$ cat src/rtl/cmat_mac_scheduler_if.sv
// cmat_mac_scheduler_if: operand-fetch and result-stream signals of the MAC scheduler
interface cmat_mac_scheduler_if #(parameter int DW = 18);
  logic [3:0] a_addr, b_addr, res_idx;
  logic [DW-1:0] a_r, a_i, b_r, b_i, res_r, res_i;
  logic res_valid, res_ready;
  modport master(
    output a_addr, b_addr, res_valid, res_idx, res_r, res_i,
    input a_r, a_i, b_r, b_i, res_ready
  );
  modport slave(
    input a_addr, b_addr, res_valid, res_idx, res_r, res_i,
    output a_r, a_i, b_r, b_i, res_ready
  );
endinterface

$ cat src/rtl/cmat_mac_scheduler.sv
// cmat_mac_scheduler: 4x4 complex matrix product on one shared complex MAC, streamed out row-major
module cmat_mac_scheduler #(
  parameter int INTEGER_SIZE = 6,
  parameter int FRACT_SIZE = 12,
  parameter int DATA_WIDTH = INTEGER_SIZE + FRACT_SIZE,
  parameter int ACC_WIDTH = 2*DATA_WIDTH + 4
) (
  input logic clk,
  input logic rst,
  input logic start,
  input logic abort,
  output logic busy,
  output logic done,
  cmat_mac_scheduler_if.master bus
);
  typedef enum logic [1:0] {IDLE, MAC, OUT, DONE} state_t;
  localparam logic signed [ACC_WIDTH-1:0] HALF = {{(ACC_WIDTH-FRACT_SIZE){1'b0}}, 1'b1, {(FRACT_SIZE-1){1'b0}}};
  localparam logic signed [ACC_WIDTH-1:0] MAXV = {{(ACC_WIDTH-DATA_WIDTH+1){1'b0}}, {(DATA_WIDTH-1){1'b1}}};
  localparam logic signed [ACC_WIDTH-1:0] MINV = ~MAXV;
  state_t state, state_nx;
  logic [1:0] i, j, k;
  logic signed [ACC_WIDTH-1:0] acc_r, acc_i, sum_r, sum_i, ar, ai, br, bi;
  logic accept;
  function automatic logic [DATA_WIDTH-1:0] rnd(input logic signed [ACC_WIDTH-1:0] v);
    logic signed [ACC_WIDTH-1:0] t;
    t = (v + HALF) >>> FRACT_SIZE;
    return t > MAXV ? MAXV[DATA_WIDTH-1:0] : t < MINV ? MINV[DATA_WIDTH-1:0] : t[DATA_WIDTH-1:0];
  endfunction
  assign ar = ACC_WIDTH'($signed(bus.a_r));
  assign ai = ACC_WIDTH'($signed(bus.a_i));
  assign br = ACC_WIDTH'($signed(bus.b_r));
  assign bi = ACC_WIDTH'($signed(bus.b_i));
  assign sum_r = acc_r + ar * br - ai * bi;
  assign sum_i = acc_i + ar * bi + ai * br;
  assign accept = bus.res_valid & bus.res_ready;
  assign busy = state != IDLE;
  assign done = state == DONE;
  assign bus.a_addr = state == MAC ? {i, k} : 4'd0;
  assign bus.b_addr = state == MAC ? {k, j} : 4'd0;
  always_comb begin
    state_nx = abort ? IDLE
             : state == IDLE ? (start ? MAC : IDLE)
             : state == MAC ? (k == 2'd3 ? OUT : MAC)
             : state == OUT ? (accept ? (bus.res_idx == 4'd15 ? DONE : MAC) : OUT)
             : IDLE;
  end
  always_ff @(posedge clk or posedge rst)
    if (rst) state <= IDLE;
    else state <= state_nx;
  always_ff @(posedge clk or posedge rst) begin
    if (rst) begin
      {i, j, k} <= '0;
      acc_r <= '0;
      acc_i <= '0;
      bus.res_valid <= 1'b0;
      bus.res_idx <= '0;
      bus.res_r <= '0;
      bus.res_i <= '0;
    end else if (abort) begin
      bus.res_valid <= 1'b0;
    end else if (state == IDLE && start) begin
      {i, j, k} <= '0;
      acc_r <= '0;
      acc_i <= '0;
    end else if (state == MAC) begin
      k <= k + 2'd1;
      acc_r <= sum_r;
      acc_i <= sum_i;
      if (k == 2'd3) begin
        bus.res_r <= rnd(sum_r);
        bus.res_i <= rnd(sum_i);
        bus.res_idx <= {i, j};
        bus.res_valid <= 1'b1;
      end
    end else if (state == OUT && accept) begin
      bus.res_valid <= 1'b0;
      {i, j} <= {i, j} + 4'd1;
      k <= '0;
      acc_r <= '0;
      acc_i <= '0;
    end
  end
endmodule

$ cat src/flat_wrapper.sv
// flat-port wrapper written by rule: the top's interface ports become plain ports
module cmat_mac_scheduler_flat 
#(
  parameter int INTEGER_SIZE = 6,
  parameter int FRACT_SIZE = 12,
  parameter int DATA_WIDTH = INTEGER_SIZE + FRACT_SIZE,
  parameter int ACC_WIDTH = 2*DATA_WIDTH + 4
)
  (clk, rst, start, abort, busy, done, bus_a_addr, bus_b_addr, bus_res_valid, bus_res_idx, bus_res_r, bus_res_i, bus_a_r, bus_a_i, bus_b_r, bus_b_i, bus_res_ready);
  cmat_mac_scheduler_if #(.DW(18)) bus_i ();
  input logic clk;
  input logic rst;
  input logic start;
  input logic abort;
  output logic busy;
  output logic done;
  output wire logic [$bits(bus_i.a_addr)-1:0] bus_a_addr;
  output wire logic [$bits(bus_i.b_addr)-1:0] bus_b_addr;
  output wire logic [$bits(bus_i.res_valid)-1:0] bus_res_valid;
  output wire logic [$bits(bus_i.res_idx)-1:0] bus_res_idx;
  output wire logic [$bits(bus_i.res_r)-1:0] bus_res_r;
  output wire logic [$bits(bus_i.res_i)-1:0] bus_res_i;
  input wire logic [$bits(bus_i.a_r)-1:0] bus_a_r;
  input wire logic [$bits(bus_i.a_i)-1:0] bus_a_i;
  input wire logic [$bits(bus_i.b_r)-1:0] bus_b_r;
  input wire logic [$bits(bus_i.b_i)-1:0] bus_b_i;
  input wire logic [$bits(bus_i.res_ready)-1:0] bus_res_ready;
  assign bus_a_addr = bus_i.a_addr;
  assign bus_b_addr = bus_i.b_addr;
  assign bus_res_valid = bus_i.res_valid;
  assign bus_res_idx = bus_i.res_idx;
  assign bus_res_r = bus_i.res_r;
  assign bus_res_i = bus_i.res_i;
  assign bus_i.a_r = bus_a_r;
  assign bus_i.a_i = bus_a_i;
  assign bus_i.b_r = bus_b_r;
  assign bus_i.b_i = bus_b_i;
  assign bus_i.res_ready = bus_res_ready;
  cmat_mac_scheduler #(.INTEGER_SIZE(INTEGER_SIZE), .FRACT_SIZE(FRACT_SIZE), .DATA_WIDTH(DATA_WIDTH), .ACC_WIDTH(ACC_WIDTH)) u_core (.clk(clk), .rst(rst), .start(start), .abort(abort), .busy(busy), .done(done), .bus(bus_i));
endmodule
$ cat config.mk
export PLATFORM = sky130hd
export DESIGN_NAME = cmat_mac_scheduler_flat
export DESIGN_NICKNAME = d
export VERILOG_FILES = /design/src/rtl/cmat_mac_scheduler_if.sv /design/src/rtl/cmat_mac_scheduler.sv /design/src/flat_wrapper.sv
export SDC_FILE = /design/constraint.sdc
export NUM_CORES = 2
export LEC_CHECK = 0
export CAP_MARGIN = 25
export CORE_MARGIN = 8
export CORE_UTILIZATION = 65
export DETAILED_ROUTE_END_ITERATION = 16
export GPL_ROUTABILITY_DRIVEN = 0
export MAX_ROUTING_LAYER = met4
export PLACE_DENSITY = 0.83
export RECOVER_POWER = 25
export SLEW_MARGIN = 25
export SYNTH_ARGS = -nofsm -noshare
export SYNTH_HDL_FRONTEND = slang
export SYNTH_SLANG_ARGS = --single-unit
$ cat constraint.sdc
create_clock -name clk -period 9.9 [get_ports clk]
set_input_delay 0.99 -clock clk [delete_from_list [all_inputs] [get_ports clk]]
set_output_delay 0.99 -clock clk [all_outputs]
set_load 0.05 [all_outputs]
==> impl_results.md, run 1 <==
* Total grt overflow at 30
* Largest family of logic cells by synthesized area: adder cells
* Num CTS Buffers at 17
* Synth unique cells at 91
* Yosys reg bits at approximately 130
* Run-stopping error: [ERROR GRT-0232] Routing congestion too high. Check the congestion heatmap in the GUI.
* Pre-CTS setup slack at -1.40 ns
* Placed Area at between 70000 and 80000 um^2
* Clock sink count at 129
* Post-synth net total at 8907
* # hold bufs at CTS at 0
* Sequential-to-total area share from yosys stat at 5.25%
* Status: aborted with a tool error
* Main synth FF type: dfrtp_1
* EDFF count, synth at 0
* Share of the synthesized area in the top cell type at a little under half
* Initial core utilization at approximately two thirds
* Cell count after synthesis at about 7000
* Die height at between 300 and 400 um
* Largest net degree at the start of global routing at 111
* Xor and xnor area share after synthesis at under 10%
* Top cells by area, synth: fa_1 (45%), inv_1 (10%), ha_1 (9.3%)
* Num rows at ~110
* Post-GRT worst EP: u_core.bus.res_r[8]$_DFFE_PP0P_/D
* H-tree level count at 4
* Largest area contributor in the netlist: fa_1
* Port Buffer Count at approximately 130
* Post-synthesis mux area share at 0.153%
* Adder-cell area share of the yosys netlist at between 50 and 60%
* Detailed placement HPWL at 156000 um
* Worst End Pin Type: register input
* Max Root-Sink Buffers at 2
* Compound-cell area share of the yosys netlist at about 7.3%
* GRT Util Overall at between 70% and 80%
* Ports at roughly 130
* Yosys warning count at 0
* Failed at: global routing
* Syn Area/Cell at ~8.8 um^2
* Simple-Gate Fraction of Synth Area at 16.6%
* DIE WIDTH at between 300 and 400 um
* Cell Area, Synth at between 60000 and 70000 um^2
* FFs w/ async S/R, synth at 100%
* CTS root buf: clkbuf_16
## cell usage after synthesis (all sizes together) (24+ instances only)
master,instances
clkbuf,322
nand3,106
ha,456
xor2,95
or3,29
a211oi,24
fa,1395
o21ai,177
nand2b,53
inv,1652
a21oi,190
o21a,33
nand2,783
nor3,52
dfrtp,129
xnor2,164
and2,675
o31ai,26
and3,25
nor2,195
a21o,65
a31oi,33
nand4,28
buf,24
## cell families after synthesis
group | count (synthesis)
buffers and inverters | 1998
AO/OA/AOI/OAI | 700
AND/OR/NAND/NOR | 2033
XOR/XNOR | 259
flip-flops | 129
adder cells (fa/ha/maj) | 1851
multiplexers | 9
## per-layer routing
| layer | track usage [%] | overflow |
|---|---|---|
| met5 | - | - |
| met1 | 66.3 | 0 |
| met3 | 60.1 | 0 |
| met2 | 83.2 | 13 |
| met4 | 69.3 | 17 |
## through the flow
step,TNS (ns),std cells
after CTS,-16.01,9158
after detailed placement,-53.67,9043
after global placement,-40.03,9043
after floorplan,-6.38,6979
## timing repair
action                                  CTS
endpoints found under the setup margin   42
gates cloned                             11
pin swaps                                90
resized for setup                       192
buffers inserted                         75
==> run 2: changes to the inputs <==
CORE_UTILIZATION = 40   (was 65)
MAX_ROUTING_LAYER = unset   (was met4)
PLACE_DENSITY = unset   (was 0.83)
PLACE_DENSITY_LB_ADDON = 0.15   (was unset)
==> run 2 against run 1 <==
  * The flow now finishes, with violations (capacitance limit, slew limit, setup timing)
  * Synthesized area is the same
  * Synthesized cell count stayed put
==> impl_results.md, run 2 <==
* Initial DRC Count at about 3400
* Post-synthesis to final-layout area growth at 31.6%
* Met3 Use GR at around 2.9%
* Worst path bufs/invs at 9
* First-pass DRT Iterations at 5
* DIE WIDTH at 408 um (+26%)
* Largest net degree at the start of global routing at 75
* Vias at 50900
* CP Capture Point: u_core.bus.res_r[11]
* Grt peak-use layer: met2
* Max Root-Sink Buffers at 2 (unchanged)
* Fin. max-slew vios at 75
* Port Buffer Count at 127 (unchanged)
* Layout cell share with drive strength beyond 1 at between 20% and 30%
* Largest area contributor in the netlist: fa_1
* Synth cell count leaders: inv_1 (1652), fa_1 (1395), nand2_1 (783)
* Nets at about 10000
* Status: finished, violations left
* EDFF count, synth at 0 (unchanged)
* Critical path class: input pin to flip-flop
* Total core area at roughly 150000 um^2
* Clock Pin Slew Worst Setup and Hold Paths at ~0.07 ns
* Total grt overflow at 0
* DRT antenna net count at 0
* Fin util at 52.7%
* Vias in the first global route at 54200
* Met1 Use GR at between 30 and 40%
* Num CTS Buffers at 17 (unchanged)
* CTS root buf: clkbuf_16
* RR Startpoint: u_core.acc_r[1]
* H-tree level count at 4 (unchanged)
* FFs w/ async S/R, synth at 100% (unchanged)
* Worst-skew pair later-pin latency at 0.50 ns
* Flop-to-flop setup slack at 4.27 ns
* CP startpoint kind: input pin
* Cell Area, Synth at 61400 um^2 (unchanged)
* Syn Area/Cell at 8.80 um^2 (unchanged)
* Top flop regs: u_core.acc_i x40, u_core.acc_r x40
* Post-synth net total at 8907 (unchanged)
* WP data required at just over 10 ns
* Top cell by count, worst path: fa_1
* Max Fclk at 0.0993 GHz
* Most frequent cells in the layout: inv_1 (1593), fa_1 (1328), buf_4 (1107)
* Final worst slack at -0.173 ns
* Hold crit path type: flip-flop to flip-flop
* Top cells by area, synth: fa_1 (45%), inv_1 (10%), ha_1 (9.3%)
* Worst-path fanout max at 17
* First-pass GRT wire length at ~320000 um
* Worst-margin pin slew at between 3 and 4 ns
* Die height at 408 um (+26%)
* Violated checks: capacitance limit, slew limit, setup timing
* Routed len/inst at roughly 20 um
* Sequential-to-total area share from yosys stat at 5.25% (unchanged)
* Initial antenna violation count at 9
* Max stage delay on crit path at about 0.54 ns
* CP arrival at ~10 ns
* Yosys reg bits at 129 (unchanged)
* Ports at 128 (unchanged)
* Crit. End Element: flip-flop
* Initial core utilization at 40.1% (-26 points)
* Crit share post-route at 102%
* Critical-path top delay cell: fa_1
* Met2 Usage GRT at about two fifths
* WHS at just under 0.5 ns
* Worst reg2reg path depth at 18
* Crit path depth at 40
* Num rows at 144 (+29%)
* Crit path time final at ~10 ns
* GRT Util Overall at roughly 24%
* Max_cap viols at 1
* Share of the synthesized area in the top cell type at 45.5% (unchanged)
* Clock sink count at 129 (unchanged)
* Setup Skew at between 0.02 and 0.03 ns
* # DRC at 0
* # hold bufs at CTS at 0 (unchanged)
* Synth unique cells at 91 (unchanged)
* CP top delay family: adder cells
* Yosys warning count at 0 (unchanged)
* Final hold vios at 0
* Area of the die at around 170000 um^2
* Rel. slew slack at -148%
* Most frequent cell after synthesis: inv_1
* Cell count after synthesis at 6979 (unchanged)
* Via density at around 5.0
* Crit path launch: bus_b_r[8]
* CTS tree: built
* Main synth FF type: dfrtp_1
* Detailed placement HPWL at 161000 um (+3.4%)
* Filler Cells Inserted at 14100
* Total Wirelength at 204000 um
* RSZ-0062 raised after global routing: true
* Reg-to-reg endpoint: u_core.bus.res_r[11]
* Most common cell after layout, fill and taps aside: inv_1
* Final setup fails at 34
[run 2: cell counts after synthesis]
Identical to the previous run, type by type.
[run 2: worst min-delay path by stage]
stage	startpoint	end	slack, ns	cells past startpoint
5_1_grt	u_core.bus.res_i[17]	u_core.bus.res_i[17]	0.51	1
3_3_place_gp	u_core.acc_r[9]	u_core.acc_r[9]	0.47	2
2_1_floorplan	u_core.acc_i[17]	u_core.acc_i[17]	0.45	2
6_report	u_core.acc_r[10]	u_core.acc_r[10]	0.48	2
3_5_place_dp	u_core.acc_r[10]	u_core.acc_r[10]	0.47	2
4_1_cts	u_core.acc_r[10]	u_core.acc_r[10]	0.48	2
[run 2: through the flow]
| stage | TNS [ns] | area (um^2) | worst slack (ns) | std cells |
|---|---|---|---|---|
| detailed placement | -54.89 | 73700 | -1.43 | 9905 |
| finish | -4.11 | 80800 | -0.173 | 10200 |
| CTS | -4.40 | 78800 | -0.206 | 10100 |
| global placement | -53.18 | 73700 | -1.39 | 9905 |
| floorplan | -6.38 | 62300 | -0.383 | 6979 |
| global route | -14.79 | 80800 | -0.472 | 10200 |
[run 2: cell type report]
class                      count  area (um^2)  area share, %
antenna                        1         2.50        0.00310
clock buffer                  17          425          0.526
clock inverter                14          179          0.221
inverter                    1652         6210           7.69
multi-input combinational   4852        53600           66.3
sequential                   129         3230           3.99
tap                         2044         2560           3.16
timing repair buffer        1499        14600           18.1
[run 2: cell families (layout without fill, tap and decap cells)]
logic type | after synthesis | in the layout | share of synthesized area [%]
xor gates and xnor gates | 259 | 259 | 3.70
other | 0 | 1 | 0
DFF | 129 | 129 | 5.25
adders and majority gates | 1851 | 1851 | 54.7
muxes | 9 | 9 | 0.153
AOI/OAI and AO/OA | 700 | 700 | 7.31
and+or+nand+nor | 2033 | 2033 | 16.6
buffers and inverters | 1998 | 3182 | 12.3
[run 2: timing repair]
action / CTS / global route
gates cloned: 42 / 6
resized for setup: 667 / 426
setup buffers: 164 / 74
hold endpoints to repair: 0 / 0
pin swaps: 216 / 243
endpoints found under the setup margin: 41 / 37
[run 2: metal layers]
metal  part of all wire, %  wire, um
met5                     0         0
met2                    47     95800
met4                   4.0      8150
met1                    44     88800
met3                   5.3     10800
[run 2: tightest hold or removal path: stages (launching register included)]
cell	delay, ns
dfrtp_1	0.34
nand2_1	0.05
o21ai_0	0.06
Power of run 2 is not shown: default switching activity piles up to over one toggle a cycle in this logic, so the estimate is an artifact.
